$ cat src/rtl/arch_map_table_if.sv
// Purpose: bundles the retire-to-AMT write channels, the rollback flag and the
//          committed map read-out between the retire stage and arch_map_table.
// Ports  : dp_amt_i   - C_RT_NUM packed channels {rd, tag, wr_en}, ch0 = oldest
//          rollback_i - mispredict rollback in progress (informational)
//          amt_o      - committed tag of every arch reg, entry i at [i]
// Modports: master = retire stage / consumer side, slave = map table side.
interface arch_map_table_if #(
  parameter int C_RT_NUM       = 2,
  parameter int C_ARCH_REG_NUM = 32,
  parameter int C_PHY_REG_NUM  = 64
);
  localparam int C_TAG_W      = $clog2(C_PHY_REG_NUM);
  localparam int C_ARCH_IDX_W = $clog2(C_ARCH_REG_NUM);
  localparam int C_CH_W       = C_ARCH_IDX_W + C_TAG_W + 1;

  logic [C_RT_NUM-1:0][C_CH_W-1:0]        dp_amt_i;
  logic                                   rollback_i;
  logic [C_ARCH_REG_NUM-1:0][C_TAG_W-1:0] amt_o;

  modport master (
    output dp_amt_i,
    output rollback_i,
    input  amt_o
  );

  modport slave (
    input  dp_amt_i,
    input  rollback_i,
    output amt_o
  );
endinterface

$ cat src/rtl/arch_map_table.sv
// Purpose     : architectural (retirement) map table, committed arch->phys mapping.
// Latency     : 1 cycle from a retire write to the new value on amt_o.
// Backpressure: none; every retire write is accepted unconditionally.
//
// Ports:
//   clk_i  - clock, state updates on rising edge
//   rst_i  - asynchronous active-low reset
//   amt_if - arch_map_table_if.slave: dp_amt_i (write channels), rollback_i,
//            amt_o (flopped map contents, no write bypass)
// Configuration:
//   AMT_IDENTITY_RESET_EN - when defined, reset loads entry i with tag i
//   (requires C_PHY_REG_NUM >= C_ARCH_REG_NUM); otherwise every entry resets
//   to tag 0. Entry 0 is a hardwired zero register in both builds.
module arch_map_table #(
  parameter int C_RT_NUM       = 2,
  parameter int C_ARCH_REG_NUM = 32,
  parameter int C_PHY_REG_NUM  = 64
) (
  input  logic              clk_i,
  input  logic              rst_i,
  arch_map_table_if.slave   amt_if
);
  localparam int C_TAG_W      = $clog2(C_PHY_REG_NUM);
  localparam int C_ARCH_IDX_W = $clog2(C_ARCH_REG_NUM);
  localparam int C_CH_W       = C_ARCH_IDX_W + C_TAG_W + 1;

  // Unpacked channel fields: {rd, tag, wr_en} with wr_en in bit 0.
  logic [C_ARCH_IDX_W-1:0] ch_rd  [C_RT_NUM];
  logic [C_TAG_W-1:0]      ch_tag [C_RT_NUM];
  logic                    ch_en  [C_RT_NUM];

  for (genvar n = 0; n < C_RT_NUM; n++) begin : g_ch
    assign ch_rd[n]  = amt_if.dp_amt_i[n][C_CH_W-1 -: C_ARCH_IDX_W];
    assign ch_tag[n] = amt_if.dp_amt_i[n][C_TAG_W:1];
    assign ch_en[n]  = amt_if.dp_amt_i[n][0];
  end

  // Rollback does not change the committed map: the consumer samples amt_o
  // in the rollback cycle while that cycle's retire writes still land.
  logic unused_rollback;
  assign unused_rollback = amt_if.rollback_i;

  logic [C_TAG_W-1:0] entry [C_ARCH_REG_NUM];

  for (genvar i = 0; i < C_ARCH_REG_NUM; i++) begin : g_entry
    if (i == 0) begin : g_zero
      // Zero register: no storage, writes to rd=0 simply never match.
      assign entry[i] = '0;
    end else begin : g_reg
`ifdef AMT_IDENTITY_RESET_EN
      localparam logic [C_TAG_W-1:0] RST_VAL = C_TAG_W'(i);
`else
      localparam logic [C_TAG_W-1:0] RST_VAL = '0;
`endif
      logic [C_TAG_W-1:0] q;
      logic [C_TAG_W-1:0] nxt;

      // Channels are scanned oldest to youngest so the youngest matching
      // write overrides older ones targeting the same register.
      always_comb begin
        nxt = q;
        for (int n = 0; n < C_RT_NUM; n++) begin
          if (ch_en[n] && (ch_rd[n] == C_ARCH_IDX_W'(i))) begin
            nxt = ch_tag[n];
          end
        end
      end

      always_ff @(posedge clk_i or negedge rst_i) begin
        if (!rst_i) begin
          q <= RST_VAL;
        end else begin
          q <= nxt;
        end
      end

      assign entry[i] = q;
    end
  end

  always_comb begin
    amt_if.amt_o = '0;
    for (int j = 0; j < C_ARCH_REG_NUM; j++) begin
      amt_if.amt_o[j] = entry[j];
    end
  end
endmodule

$ cat src/flat_wrapper.sv
// flat-port wrapper written by rule: the top's interface ports become plain ports
module arch_map_table_flat 
#(
  parameter int C_RT_NUM       = 2,
  parameter int C_ARCH_REG_NUM = 32,
  parameter int C_PHY_REG_NUM  = 64
)
  (clk_i, rst_i, amt_if_dp_amt_i, amt_if_rollback_i, amt_if_amt_o);
  arch_map_table_if #(.C_RT_NUM(C_RT_NUM), .C_ARCH_REG_NUM(C_ARCH_REG_NUM), .C_PHY_REG_NUM(C_PHY_REG_NUM)) amt_if_i ();
  input  logic clk_i;
  input  logic rst_i;
  input wire logic [$bits(amt_if_i.dp_amt_i)-1:0] amt_if_dp_amt_i;
  input wire logic [$bits(amt_if_i.rollback_i)-1:0] amt_if_rollback_i;
  output wire logic [$bits(amt_if_i.amt_o)-1:0] amt_if_amt_o;
  assign amt_if_i.dp_amt_i = amt_if_dp_amt_i;
  assign amt_if_i.rollback_i = amt_if_rollback_i;
  assign amt_if_amt_o = amt_if_i.amt_o;
  arch_map_table #(.C_RT_NUM(C_RT_NUM), .C_ARCH_REG_NUM(C_ARCH_REG_NUM), .C_PHY_REG_NUM(C_PHY_REG_NUM)) u_core (.clk_i(clk_i), .rst_i(rst_i), .amt_if(amt_if_i));
endmodule
$ cat config.mk
export PLATFORM = sky130hd
export DESIGN_NAME = arch_map_table_flat
export DESIGN_NICKNAME = d
export VERILOG_FILES = /design/src/rtl/arch_map_table_if.sv /design/src/rtl/arch_map_table.sv /design/src/flat_wrapper.sv
export SDC_FILE = /design/constraint.sdc
export NUM_CORES = 1
export LEC_CHECK = 0
export BUFFER_PORTS_ARGS = -buffer_cell sky130_fd_sc_hd__buf_2
export CORE_MARGIN = 1.5
export CORE_UTILIZATION = 25
export CTS_CLUSTER_SIZE = 40
export DETAILED_ROUTE_END_ITERATION = 12
export HOLD_SLACK_MARGIN = 0.08
export MAX_ROUTING_LAYER = met4
export PLACE_DENSITY = 0.46
export RECOVER_POWER = 100
export SYNTH_ARGS = -nofsm -noshare
export SYNTH_HDL_FRONTEND = slang
export SYNTH_SLANG_ARGS = --single-unit
$ cat constraint.sdc
create_clock -name clk_i -period 1.6 [get_ports clk_i]
set_input_delay 0.16 -clock clk_i [delete_from_list [all_inputs] [get_ports clk_i]]
set_output_delay 0.16 -clock clk_i [all_outputs]
set_load 0.02 [all_outputs]
* After elaboration in Yosys (flattened, before gate mapping) *
Cells that the tools add are included.

storage, ports and cells
  output and inout port bits = 192
  logic and storage cells = 248
  input port bits = 27
  flip-flop bits (word level) = 186

cells by class
  equality and inequality tests = 62
  muxes and demuxes = 62
  reduce and logical (&&, ||, !) cells = 93

operators by type and width
  operator              count
  $mux W6               62
  $eq A5 B5 Y1 const B  32
  $eq A5 B4 Y1 const B  16
  $logic_and A1 B1 Y1   62
  $reduce_bool A2 Y1    31
  $eq A5 B3 Y1 const B  8
  $eq A5 B2 Y1 const B  4
  $eq A5 B1 Y1 const B  2

* Longest topological paths before layout *
  word-level depth = 4
  depth in mapped cells = 7
  mapped depth without buffers = 3

* Least setup slack after synthesis *
No wires, ideal clock.

  path kind = in2reg
  start = in amt_if_dp_amt_i[19]
  end = reg u_core.g_entry[12].g_reg.q[4]
  path slack = 0.100 ns
  setup time = 0.081 ns
  arrival = 1.419 ns
  path buffers = 3
  stages on the path = 6
  data required time = 1.519 ns
  cell sequence = buf_2 -> or4b_4 -> buf_6 -> or2_0 -> buf_2 -> a31oi_2

between the ends
  cells in the longest elaborated chain, start to end = 3
  elaborated cells between the ends (all ways) = 4
  classes of those cells = 1 x eq/ne; 1 x mux; 2 x reduce/logical

ends and longest elaborated chain
  item                                           line                  RTL
  from (decl)                                    flat_wrapper.sv:12    input wire logic [$bits(amt_if_i.dp_amt_i)-1:0] amt_if_dp_amt_i;
  $eq A5 B4 Y1 (*)                               arch_map_table.sv:63  if (ch_en[n] && (ch_rd[n] == C_ARCH_IDX_W'(i))) begin
  $logic_and A1 B1 Y1 (*)                        arch_map_table.sv:63
  $mux W6 or $reduce_bool A2 Y1 (tied branches)  -
  to (signal assigned)                           arch_map_table.sv:73  q <= nxt;
  to (decl)                                      arch_map_table.sv:55  logic [C_TAG_W-1:0] q;

Every way passes the cells marked *; elsewhere a longest branch is shown, timed or not.
A chain may end at the register's enable or synchronous reset.

* Final worst setup path *
  start = in amt_if_dp_amt_i[8]
  end = reg u_core.g_entry[27].g_reg.q[5]

between the ends
  cells in the longest elaborated chain, start to end = 3

ends and longest elaborated chain
  item                          line
  $eq A5 B5 Y1                  arch_map_table.sv:63
  $logic_and A1 B1 Y1           arch_map_table.sv:63
  $reduce_bool A2 Y1 (no line)  -
  to (signal assigned)          arch_map_table.sv:73
  to (decl)                     arch_map_table.sv:55

No other way between the ends.

==> results_dict.tcl <==
set metrics [dict create \
    clockBufferDepth 2 \
    layout-drive-gt1-share_pct 13.3 \
    cts_tree "built" \
    layout_common_cells "clkbuf_1, nor3_1, dfrtp_1" \
    viasPerCell 5.47 \
    cts_root_buf "clkbuf_16" \
    synthFlopType "dfrtp_1" \
    largest_register "u_core.g_entry.g_reg.q" \
    grt_util_met1_pct 29.4 \
    cts.repair.resized 0 \
    p_comb_share_pct 32.3 \
    start_util_pct 25.4 \
    busiest_layer "met2" \
    detail-route-antenna-nets 0 \
    dp.final_hpwl_um 29100 \
    dieHeight_um 204 \
    tightestPinTransition_ns 0.881 \
    tns_ns 0 \
    firstDrtPassIters 5 \
    swShare_pct 41.3 \
    max_freq_ghz 0.732 \
    grt_pass1_wl_um 65800 \
    synth_edf_count 0 \
    place_congestion 0.819 \
    die_x_um 204 \
    ys_warn_count 0 \
    hold_class "primary input to flop" \
    leakage_nw 4.45 \
    remaining_drc_errors 0 \
    cts.sinks 186 \
    final_hold_viol_count 0 \
    clkSlewWorstSetupHoldPaths_ns 0.07 \
    status "finished, final reports clean" \
    required_ns 1.91 \
    period_share_pct 85.4 \
    p_per_area_nw_per_um2 1300 \
    antenna_found_initial 2 \
    cts_max_level 4 \
    final_common_cell "clkbuf_1" \
    fin_crit_ns 1.37 \
    num_vias 10500 \
    grt_pass1_vias 10200 \
    reg_top3 "u_core.g_entry.g_reg.q (186)" \
    skew_ns 0 \
    relSlewSlack_pct 41.3 \
    power_frac_seq_pct 42.2 \
    clk_latency_ns 0.44 \
    pin_count 219 \
    dieArea_um2 41700 \
    critPathLaunchType "primary input" \
    holdBufCountCts 2 \
    cellInternalPower_mw 9.56 \
    synthTopCellsByArea "dfrtp_1, a31oi_1, nor3_1" \
    gr-total-overflow 0 \
    syn_area_um2 10100 \
    crit_type "primary input to flop" \
    maxSlewViolCount 0 \
    crit_path_end_kind "flop" \
    largest_reg_flops 186 \
    yosys_register_bits 186 \
    synth.avg_cell_area_um2 8.24 \
    nets 1411 \
    power.switching_mw 6.72 \
    p_clk_share_pct 25.5 \
    area_delta_synth_final_pct 24.0 \
    core_area_um2 39800 \
    async_flop_share_pct 100 \
    crit_arrival_ns 1.68 \
    rsz0062_at_grt "false" \
    cts_setup_buffers 0 \
    netlist_instances 1227 \
    synth_top_area_cell "dfrtp_1" \
    routed_wl_um 44500 \
    path_max_fanout 24 \
    io_buffers 211 \
    grtUsageMet3_pct 3.95 \
    rows 73 \
    ys_seq_area_share_pct 46.0 \
    cts_buffers 17 \
    grt_max_degree 54 \
    peakVddDrop_mv 0.679 \
    grt_usage_pct 21.6 \
    setup_viol 0 \
    synthDistinctLibCells 35 \
    wl_per_cell_um 23.1 \
    drt_iter0_drc 961 \
    maxCapViolations 0 \
    yosysTopAreaCellShare_pct 46.0 \
    use_met2_pct 31.7 \
    utilization_pct 31.5 \
]
==> layout make-up <==
type | count | area [µm²]
clock inverter | 14 | 110
antenna | 2 | 5.00
multi-input combinational | 865 | 4760
fill | 4368 | 27300
timing repair buffer | 314 | 1910
tap | 525 | 657
sequential | 186 | 4650
clock buffer | 18 | 439
==> logic make-up (layout without fill, tap and decap cells) <==
family,after synthesis,count (layout),share of synthesized area [%]
simple gates,487,487,25.7
compound gates,372,372,20.8
flops,186,186,46.0
buf+inv,181,346,7.46
other cells,1,8,0.0371
==> per-layer routing <==
layer | wire [µm] | up-vias
li1 | - | 4798
met1 | 20300 | 5183
met2 | 19900 | 455
met3 | 2890 | 93
met4 | 1360 | 0
met5 | 0 | -
==> cell usage after synthesis (all sizes together) (7+ instances only) <==
cell	instances
or2	35
nand3	61
nor3b	10
nor3	186
a31oi	186
o21ai	186
and3	7
dfrtp	186
nand2	123
nand2b	8
buf	61
clkbuf	120
and3b	19
nand4bb	7
nand4b	12
==> critical path, stage by stage <==
cell and delay (ns):
buf_2 0.31, clkbuf_1 0.40, nand2_1 0.09, clkbuf_2 0.32, o21ai_0 0.27, a31oi_1 0.12
==> through the flow <==
step	instances	worst slack, ns	hold slack [ns]	instance area, µm²	power (mW)
after floorplan	1232	0.0998	-0.136	10100	9.89
after global placement	1888	0.0475	0.0638	12300	12.6
after detailed placement	1888	0.0263	0.0668	12300	12.6
after CTS	1922	0.342	0.129	12900	16.8
after global routing	1924	0.167	0.174	12500	17.1
final	1924	0.233	0.161	12500	16.3
==> power by group through the flow <==
| stage | logic, mW | clock network (mW) | registers (mW) |
|---|---|---|---|
| detailed placement | 5.67 | 0 | 6.92 |
| finish | 5.26 | 4.15 | 6.86 |
| CTS | 5.69 | 4.24 | 6.85 |
| floorplan | 1.67 | 0 | 8.22 |
| global placement | 5.64 | 0 | 6.92 |
| global route | 5.71 | 4.42 | 7.01 |
==> worst paths after layout <==
kind	start	to	slack (ns)	depth (start not counted)
setup / recovery	amt_if_dp_amt_i[8]	u_core.g_entry[27].g_reg.q[5]	0.23	6
hold / removal	amt_if_dp_amt_i[1]	u_core.g_entry[22].g_reg.q[0]	0.16	3
setup reg to reg	u_core.g_entry[26].g_reg.q[1]	u_core.g_entry[26].g_reg.q[1]	0.82	2
hold reg to reg	u_core.g_entry[11].g_reg.q[4]	u_core.g_entry[11].g_reg.q[4]	0.56	2
max in group asynchronous	rst_i	u_core.g_entry[20].g_reg.q[1]	0.38	3
min in group asynchronous	rst_i	u_core.g_entry[15].g_reg.q[1]	0.36	2
(Power assumes the default switching activity.)
